### src/rtl/voltmeter_pkg.sv
// Shared voltmeter constants and the scaler tag bundle.
// Used by the scheduler, its arbiter and the bus interface.
package voltmeter_pkg;
    localparam int N_CH    = 13;
    localparam int DATA_W  = 12;
    localparam int CH_W    = 4;
    localparam int SCL_LAT = 2;

    typedef struct packed {
        logic            valid;
        logic [CH_W-1:0] ch;
    } tag_t;
endpackage

### src/rtl/scaler_scheduler_if.sv
// Sample, scaler and result bus of the scaler scheduler.
// slave is the scheduler side, master the environment side.
interface scaler_scheduler_if;
    import voltmeter_pkg::*;

    logic [N_CH-1:0]        req_valid;
    logic [N_CH*DATA_W-1:0] req_data;
    logic                   ovr_clr;
    logic [DATA_W-1:0]      scl_in;
    logic [DATA_W-1:0]      scl_out;
    logic                   res_valid;
    logic [CH_W-1:0]        res_ch;
    logic [DATA_W-1:0]      res_data;
    logic [N_CH*DATA_W-1:0] bank;
    logic [N_CH-1:0]        overrun;
    logic                   busy;

    modport slave (
        input  req_valid, req_data, ovr_clr, scl_out,
        output scl_in, res_valid, res_ch, res_data,
        output bank, overrun, busy
    );

    modport master (
        output req_valid, req_data, ovr_clr, scl_out,
        input  scl_in, res_valid, res_ch, res_data,
        input  bank, overrun, busy
    );
endinterface

### src/rtl/rr_arbiter.sv
// Round-robin arbiter over the channel pending vector.
// Search starts one past the last granted channel.
module rr_arbiter
    import voltmeter_pkg::*;
(
    input  logic            clk,
    input  logic            rst,
    input  logic [N_CH-1:0] req,
    input  logic            advance,
    output logic [N_CH-1:0] gnt,
    output logic [CH_W-1:0] idx,
    output logic            any
);
    logic [CH_W-1:0] last;
    logic [CH_W-1:0] cand;

    always_comb begin
        gnt  = '0;
        idx  = '0;
        any  = 1'b0;
        cand = '0;
        for (int i = 1; i <= N_CH; i++) begin
            cand = CH_W'((int'(last) + i) % N_CH);
            if (!any && req[cand]) begin
                any = 1'b1;
                idx = cand;
            end
        end
        if (any) gnt = N_CH'(1) << idx;
    end

    // Reset to the top channel so channel 0 wins first.
    always_ff @(posedge clk) begin
        if (rst) last <= CH_W'(N_CH - 1);
        else if (advance && any) last <= idx;
    end
endmodule

### src/rtl/scaler_scheduler.sv
// Shares one voltage scaler across all channels, round-robin.
// Tracks issued channels through the scaler and banks results.
module scaler_scheduler
    import voltmeter_pkg::*;
(
    input logic clk,
    input logic rst,
    scaler_scheduler_if.slave bus
);
    localparam int TAG_D = SCL_LAT + 1;

    logic [N_CH-1:0]   pend;
    logic [DATA_W-1:0] hold [N_CH];
    tag_t              tags [TAG_D];

    logic [N_CH-1:0] gnt;
    logic [N_CH-1:0] ovr_ev;
    logic [CH_W-1:0] gidx;
    logic            gany;

    rr_arbiter u_arb (
        .clk     (clk),
        .rst     (rst),
        .req     (pend),
        .advance (gany),
        .gnt     (gnt),
        .idx     (gidx),
        .any     (gany)
    );

    assign ovr_ev = bus.req_valid & pend & ~gnt;

    always_comb begin
        bus.busy = |pend;
        for (int i = 0; i < TAG_D; i++) begin
            bus.busy = bus.busy | tags[i].valid;
        end
    end

    // A granted channel issues its old value before a same-cycle reload.
    always_ff @(posedge clk) begin
        if (rst) begin
            pend          <= '0;
            bus.scl_in    <= '0;
            bus.res_valid <= 1'b0;
            bus.res_ch    <= '0;
            bus.res_data  <= '0;
            bus.bank      <= '0;
            bus.overrun   <= '0;
            for (int k = 0; k < N_CH; k++) hold[k] <= '0;
            for (int i = 0; i < TAG_D; i++) tags[i] <= '0;
        end else begin
            pend <= (pend & ~gnt) | bus.req_valid;
            for (int k = 0; k < N_CH; k++) begin
                if (bus.req_valid[k])
                    hold[k] <= bus.req_data[k*DATA_W +: DATA_W];
            end
            if (bus.ovr_clr) bus.overrun <= ovr_ev;
            else bus.overrun <= bus.overrun | ovr_ev;
            if (gany) bus.scl_in <= hold[gidx];
            tags[0] <= '{valid: gany, ch: gidx};
            for (int i = 1; i < TAG_D; i++) tags[i] <= tags[i-1];
            bus.res_valid <= tags[TAG_D-1].valid;
            if (tags[TAG_D-1].valid) begin
                bus.res_ch   <= tags[TAG_D-1].ch;
                bus.res_data <= bus.scl_out;
                bus.bank[tags[TAG_D-1].ch*DATA_W +: DATA_W] <= bus.scl_out;
            end
        end
    end
endmodule

### src/flat_wrapper.sv
// flat-port wrapper written by rule: the top's interface ports become plain ports
module scaler_scheduler_flat import voltmeter_pkg::*;
  (clk, rst, bus_req_valid, bus_req_data, bus_ovr_clr, bus_scl_out, bus_scl_in, bus_res_valid, bus_res_ch, bus_res_data, bus_bank, bus_overrun, bus_busy);
  scaler_scheduler_if bus_i ();
  input logic clk;
  input logic rst;
  input wire logic [$bits(bus_i.req_valid)-1:0] bus_req_valid;
  input wire logic [$bits(bus_i.req_data)-1:0] bus_req_data;
  input wire logic [$bits(bus_i.ovr_clr)-1:0] bus_ovr_clr;
  input wire logic [$bits(bus_i.scl_out)-1:0] bus_scl_out;
  output wire logic [$bits(bus_i.scl_in)-1:0] bus_scl_in;
  output wire logic [$bits(bus_i.res_valid)-1:0] bus_res_valid;
  output wire logic [$bits(bus_i.res_ch)-1:0] bus_res_ch;
  output wire logic [$bits(bus_i.res_data)-1:0] bus_res_data;
  output wire logic [$bits(bus_i.bank)-1:0] bus_bank;
  output wire logic [$bits(bus_i.overrun)-1:0] bus_overrun;
  output wire logic [$bits(bus_i.busy)-1:0] bus_busy;
  assign bus_i.req_valid = bus_req_valid;
  assign bus_i.req_data = bus_req_data;
  assign bus_i.ovr_clr = bus_ovr_clr;
  assign bus_i.scl_out = bus_scl_out;
  assign bus_scl_in = bus_i.scl_in;
  assign bus_res_valid = bus_i.res_valid;
  assign bus_res_ch = bus_i.res_ch;
  assign bus_res_data = bus_i.res_data;
  assign bus_bank = bus_i.bank;
  assign bus_overrun = bus_i.overrun;
  assign bus_busy = bus_i.busy;
  scaler_scheduler u_core (.clk(clk), .rst(rst), .bus(bus_i));
endmodule
### config.mk
export PLATFORM = sky130hd
export DESIGN_NAME = scaler_scheduler_flat
export DESIGN_NICKNAME = d
export VERILOG_FILES = /design/src/rtl/voltmeter_pkg.sv /design/src/rtl/scaler_scheduler_if.sv /design/src/rtl/rr_arbiter.sv /design/src/rtl/scaler_scheduler.sv /design/src/flat_wrapper.sv
export SDC_FILE = /design/constraint.sdc
export NUM_CORES = 1
export LEC_CHECK = 0
export CORE_MARGIN = 4
export CORE_UTILIZATION = 40
export CTS_BUF_LIST = sky130_fd_sc_hd__clkbuf_2 sky130_fd_sc_hd__clkbuf_4 sky130_fd_sc_hd__clkbuf_8
export CTS_CLUSTER_DIAMETER = 30
export CTS_CLUSTER_SIZE = 10
export DETAILED_ROUTE_END_ITERATION = 10
export PLACE_DENSITY = 0.65
export SETUP_SLACK_MARGIN = 0.1
export SLEW_MARGIN = 20
export SYNTH_ARGS = -nofsm -noshare
export SYNTH_HDL_FRONTEND = slang
export SYNTH_SLANG_ARGS = --single-unit
### constraint.sdc
create_clock -name clk -period 14.8 [get_ports clk]
set_input_delay 2.22 -clock clk [delete_from_list [all_inputs] [get_ports clk]]
set_output_delay 2.22 -clock clk [all_outputs]
set_load 0.1 [all_outputs]
==> Word-level counts from Yosys, hierarchy flattened <==
Memories as Yosys holds them, arrays and structs flattened. A register that Yosys moved wholly into a read port is not among the register bits.
Index checks and enable logic that the tools add are counted.
Widths: inputs -> output; s select.
{ "classes": {"add_sub_neg": 14, "multipliers": 1, "div_mod_pow": 13, "magnitude_cmp": 13, "shifts": 3, "mux": 113, "bitwise": 25, "reduce_logical": 25} }
{ "op_table": {"columns": ["op", "count"], "rows": [
  ["$mod 32x5->32 const B", 13],
  ["$bwmux 156", 1],
  ["$mux 12", 13],
  ["$shift 12x34->156 const A", 1],
  ["$shiftx 12x34->156", 1],
  ["$mux 1", 68],
  ["$lt 4x5->1 const B", 13],
  ["$bmux 1 s4", 13],
  ["$mux 4", 13],
  ["$and 13x13->13", 3],
  ["$neg 8->34", 1],
  ["$add 4x4->5 const B", 6],
  ["$mux 13", 2],
  ["$or 13x13->13", 2],
  ["$add 4x3->5 const B", 4],
  ["$or 1x1->1", 19],
  ["$mux 5", 3],
  ["$not 13->13", 1],
  ["$reduce_or 13->1", 1],
  ["$shl 1x4->13 const A", 1],
  ["$logic_and 1x1->1", 12],
  ["$logic_not 1->1", 12],
  ["$add 4x2->5 const B", 2],
  ["$mul 4x2->6 const B", 1],
  ["$add 4x1->5 const B", 1]
]} }
{ "word_totals": {"register_bits": 203, "ramBits": 171, "inputBits": 184, "output_inout_bits": 199, "elab_cells": 216, "n_memories": 2} }
{ "mem_list": {"columns": ["name", "depth", "word_bits", "rd", "rd_clocked_by_memory_dff", "wr", "line", "text"], "rows": [
  ["u_core.hold", 13, 12, 1, 1, 13, "scaler_scheduler.sv:13", "logic [DATA_W-1:0] hold [N_CH];"],
  ["u_core.tags", 3, 5, 3, 0, 3, "scaler_scheduler.sv:14", "tag_t tags [TAG_D];"]
]} }

==> Longest topological paths before layout <==
{ "depth": {"depth_word": 47, "ltp_mapped": 36, "ltp_nobuf": 25} }

==> Cells and area by module <==
A second synthesis with hierarchy kept.
{ "unflattened": {"cells_unflattened": 2772, "hier_area_um2": 26017.5} }
{ "modules_own_cells": {"columns": ["mod", "n_inst", "cells_each", "area_per_inst_um2"], "rows": [
  ["scaler_scheduler", 1, 1628, 17695.7],
  ["rr_arbiter", 1, 1144, 8321.7]
]} }

==> Worst setup path after synthesis <==
Ideal clock, no wire load.
{ "synth_timing": {"kind": "reg-to-reg", "from": "register u_core.u_arb.last[0]", "to": "register u_core.bus.scl_in[0], read port of u_core.hold", "setup_ns": 0.126, "t_arrival_ns": 7.038, "setup_slack_ns": 7.636, "stages_incl_launch_ff": 33, "n_path_buf": 11, "period_less_slack_ns": 7.164, "path_cell_list": "dfxtp_1 -> buf_4 -> inv_1 -> clkbuf_1 -> clkbuf_1 -> buf_1 -> ha_1 -> buf_4 -> buf_2 -> buf_2 -> inv_1 -> clkbuf_1 -> ha_1 -> nor2_1 -> a221o_1 -> o221a_2 -> inv_2 -> ha_1 -> nor2b_1 -> o211ai_1 -> o211ai_2 -> buf_4 -> a311oi_1 -> o32ai_2 -> nand4_4 -> nor2b_1 -> nand3_1 -> a311oi_1 -> buf_4 -> buf_6 -> mux2_2 -> o211ai_1 -> nand3_1"} }
{ "synth_between": {"elab_chain_cells": 41} }
{ "synth_lines": {"columns": ["item", "line", "text"], "rows": [
  ["from (decl)", "rr_arbiter.sv:14", "logic [CH_W-1:0] last;"],
  ["from (signal assigned)", "rr_arbiter.sv:34", "if (rst) last <= CH_W'(N_CH - 1);"],
  ["from (signal assigned)", "rr_arbiter.sv:35", "else if (advance && any) last <= idx;"],
  ["$add 4x1->5", "rr_arbiter.sv:23", "cand = CH_W'((int'(last) + i) % N_CH);"],
  ["$mod 32x5->32", "rr_arbiter.sv:23", null],
  ["$bmux 1 s4", "rr_arbiter.sv:24", "if (!any && req[cand]) begin"],
  ["$mux 1 (implied by the code)", "rr_arbiter.sv:24", null],
  ["$mux 1", "rr_arbiter.sv:24", null],
  ["$logic_not 1->1", "rr_arbiter.sv:24", null],
  ["$logic_and 1x1->1", "rr_arbiter.sv:24", null],
  ["$mux 1", "rr_arbiter.sv:24", null],
  ["(+25 left out)", null, null],
  ["$logic_and 1x1->1", "rr_arbiter.sv:24", null],
  ["$mux 1", "rr_arbiter.sv:24", null],
  ["$logic_not 1->1", "rr_arbiter.sv:24", null],
  ["$logic_and 1x1->1", "rr_arbiter.sv:24", null],
  ["$mux 1", "rr_arbiter.sv:24", null],
  ["$logic_not 1->1", "rr_arbiter.sv:24", null],
  ["$logic_and 1x1->1", "rr_arbiter.sv:24", null],
  ["$mux 4 / $mux 1 (equally long branches)", "rr_arbiter.sv:24", null],
  ["to (decl)", "scaler_scheduler_if.sv:20", "output scl_in, res_valid, res_ch, res_data,"]
]} }
Several ways; a longest one is shown, not always the timed one. The select of a mux whose other input is x is not followed.
A chain may end at the register's enable or synchronous reset.

==> Final worst setup path <==
{ "layout_timing": {"from": "register u_core.u_arb.last[0]", "to": "register u_core.bus.scl_in[6], read port of u_core.hold"} }
Same word-level chain as after synthesis.

==> results by stage <==
Critical path:
- The kind of start point of the critical path is a flop.
- Together, buffers and inverters on the worst path number 8.
- The type of the worst setup path is reg2reg.
- The capturing element of the worst setup path is u_core.bus.scl_in[6].
- The worst setup path is captured at a flop.
- Of all nets on the critical path, the largest fanout is 52.
- The register-to-register path setup slack is 5510 ps.
- In this design, the largest share of critical-path delay is due to buffers and inverters.
- For the worst flop-to-flop path, the logic depth is 29.
- The delay of the slowest cell on the worst path is 790 ps.
- At the worst endpoint, the arrival time is 9750 ps.
- The start point of the critical path is u_core.u_arb.last[0].
- The worst register-to-register path begins at u_core.u_arb.last[0].
- The end of the worst register-to-register path is u_core.bus.scl_in[6].
- The largest individual stage delay along the critical path comes from the cell buf_4.
- The required time at the endpoint of the critical path is 15260 ps.
- Counting stages on the worst path, the most repeated cell is buf_4.
- The total number of cells along the worst setup path is 29.

Timing:
- The post-route fraction of the period consumed by the critical path is 62.8%.
- After routing, the total negative slack on setup checks comes to 0 ps.
- Setup violations remaining at the end of the flow were counted as 0.
- Across the routed clock network, the largest skew measured is 75.2 ps.
- The tightest slew margin relative to the limit is 23.3%.
- The transition time at the pin with the least slew margin is 1140 ps.
- Timing would allow up to 0.108 GHz.
- Setup repair after global routing left no endpoint under its margin.
- The clock period could shrink to 9290 ps.
- The number of max-slew violations in the final report is 0.
- The final count of hold timing violations is 0.

Global routing:
- The number of global-route vias before repair was 21600.
- The pin count of the biggest net entering global routing is 141.
- The initial antenna violation count was 6.
- The total grt overflow is 0.
- The global-route wire length before repair is 136000 um.
- The global-route usage over all layers is 27.9%.

Synthesis:
- The number of instances in the synthesized netlist is 2534.
- The area share of the leading cell type in the synthesized netlist is 19.8%.
- The post-synthesis register bit count is 386.
- The largest area contributor in the synthesized netlist is edfxtp_1.
- Yosys attributes the largest share of cell area to edfxtp_1 20%, dfxtp_1 19%, mux2i_1 12%.
- A synthesized cell averages 9.33 um^2.
- The count of unique library cells instantiated by Yosys is 119.
- The proportion of register bits with asynchronous set or reset after synthesis is 0%.
- The net count after synthesis is 2771.
- The number of warnings reported in the yosys synthesis log is 0.
- The sequential fraction of the synthesis area is 39.3%.
- The mapped netlist covers 23600 um^2.
- The dominant synthesized flop cell is dfxtp_1.
- The number of enable-type register cells in the synthesized netlist is 156.

Drt:
- In the routed design, unresolved DRC markers number 0.
- The via count of the routed design is 21800.
- For this block, wires on met1 add up to 37900 um.
- Wires add up to 92400 um.
- In this run, the number of DRC markers left after iteration 0 of detailed routing was 2038.
- Summed over all nets, wire length on met2 after detailed routing comes to 43400 um.
- The met3 wire length is 7990 um.
- In the routed layout, each cell is associated on average with a via count of 5.86.
- In the final routed layout, each cell accounts on average for 24.8 um.
- The highest layer touched by signal routing is met5.
- Once detail routing completed, the nets flagged for antenna violations numbered 0.
- The pre-antenna-repair detailed-routing pass consisted of 7 iterations.

Placement:
- The estimated wirelength of the detail-placed design is 68900 um.
- The placer congestion estimate is 0.978.
- The count of buffers added on input and output ports is 382.

Hold path:
- Counting instances, the worst hold path has a depth of 1.
- The path type of the worst min-delay path is reg2reg.

Floorplan:
- The floorplan has 88 rows.
- The die is 251 um wide.
- 383 I/O pins were placed.
- The starting utilization of the core area is 40.6%.
- The floorplan step set the die height to 251 um.
- The die covers 63000 um^2.
- The region available for standard cell placement spans 58100 um^2.

Clocking:
- The largest buffer count on any clock path is 3.
- The count of buffers added by post-CTS timing repair for setup is 0.
- The CTS sink count is 386.
- The level count of the clock H-tree is 3.
- The clock buffer count from CTS is 87.
- The post-cts repair resize count is 0.
- The clock-pin slew of the registers on the worst-case setup and hold paths is 50 ps.
- The clock root buffer is clkbuf_8.
- After clock tree synthesis, the flow added hold-fix buffers numbering 0.
- The clock latency at the later pin of the worst-skew pair is 670 ps.
- The clock tree from TritonCTS is built.

Cells and area:
- The most common library cell in the layout ignoring fill and taps is clkdlybuf4s50_1.
- The multi-input combinational cell area is 13400 um^2.
- Counting the fill cells in the layout gives 5397.
- In the final layout, the share of cells above drive strength 1 is 11.2%.
- For this run, the post-layout net count is 3120.
- The area occupied by registers is 9290 um^2.
- The library cells used most frequently in the layout, excluding fill and tap cells, are 381 x clkdlybuf4s50_1, 312 x nor2_1, 284 x mux2i_1.
- Compared with the post-synthesis result, the final layout area differs by 27.0%.

Run status:
- The run finished with clean final reports.

Flow run:
- The number of maximum-capacitance violations is 0.
-- Yosys cell counts, types with 16 or more instances --
| cell type | n |
|---|---|
| nor2_1 | 314 |
| nand2b_1 | 21 |
| xnor2_1 | 33 |
| and2_1 | 121 |
| buf_2 | 29 |
| o211ai_1 | 28 |
| or2_2 | 19 |
| o21ai_0 | 78 |
| mux2i_1 | 284 |
| nor2b_1 | 74 |
| a31oi_1 | 23 |
| a311oi_1 | 17 |
| nand2_1 | 179 |
| a21o_1 | 16 |
| a21oi_1 | 104 |
| mux2_2 | 34 |
| and3_1 | 26 |
| a22oi_1 | 35 |
| nand3_1 | 76 |
| ha_1 | 52 |
| xor2_1 | 17 |
| nor3_1 | 49 |
| dfxtp_1 | 230 |
| edfxtp_1 | 156 |
| inv_1 | 39 |
| clkbuf_1 | 97 |
| a211oi_1 | 29 |
-- metal layers --
metal	vias up	track usage [%]
met2	1016	46.0
met1	10600	35.7
met5	-	0
met4	6	9.37
li1	10000	-
met3	188	7.31
-- logic make-up (layout without fill, tap and decap cells) --
kind of cell / after synthesis / count (layout) / share of synthesized area (%)
AND/OR/NAND/NOR: 976 / 976 / 20.7
AO/OA/AOI/OAI: 525 / 525 / 16.1
flip-flops: 386 / 386 / 39.3
multiplexers: 329 / 329 / 14.7
buffers and inverters: 212 / 634 / 4.25
adder cells (fa/ha/maj): 53 / 53 / 2.84
XOR/XNOR: 53 / 53 / 2.11
other: 0 / 3 / 0
-- cell type report --
class                           instances  share of cell area, %
Clock buffer                          109                   4.64
Sequential cell                       386                   31.0
Antenna cell                            3                 0.0250
Clock inverter                         53                   2.14
Inverter                               47                  0.588
Tap cell                              765                   3.19
Timing Repair Buffer                  425                   13.8
Multi-Input combinational cell       1936                   44.6
-- stage by stage --
stage	setup slack, ps	area [um^2]	hold WS [ps]	utilization (%)	instances
after floorplan	7640	23600	414	-	2534
after global placement	5970	28000	423	48.1	3559
after detailed placement	5720	28000	429	48.1	3559
after CTS	5730	30000	414	51.6	3721
after global routing	5000	30000	425	51.6	3722
final	5510	30000	417	51.6	3724
-- state kept, by name, summed over array words and instances (netlist names) --
name	cells
u_core.tags	15
u_core.u_arb.last	4
u_core.hold	156
u_core.bus.res_valid	1
u_core.bus.bank	156
u_core.bus.overrun	13
u_core.bus.res_data	12
u_core.pend	13
u_core.bus.res_ch	4
u_core.bus.scl_in	12
-- worst register-to-register path, delay by kind of cell, from the launching register on --
| family | cells | cell delay, ps |
|---|---|---|
| AOI/OAI and AO/OA | 9 | 2520 |
| xor gates and xnor gates | 1 | 390 |
| adders and majority gates | 3 | 1140 |
| buffers and inverters | 8 | 2940 |
| DFF | 1 | 310 |
| muxes | 2 | 380 |
| and+or+nand+nor | 6 | 1460 |
-- worst min-delay path by stage --
stage | start | to | slack (ps)
floorplan | u_core.tags[0][5] | u_core.tags[0][10] | 410
global placement | u_core.tags[0][7] | u_core.tags[0][12] | 420
detailed placement | u_core.tags[0][0] | u_core.tags[0][5] | 430
CTS | u_core.tags[0][5] | u_core.tags[0][10] | 410
global route | u_core.tags[0][5] | u_core.tags[0][10] | 430
finish | u_core.tags[0][5] | u_core.tags[0][10] | 420
Power is not shown: default switching activity piles up to over one toggle a cycle in this logic, so the estimate is an artifact.
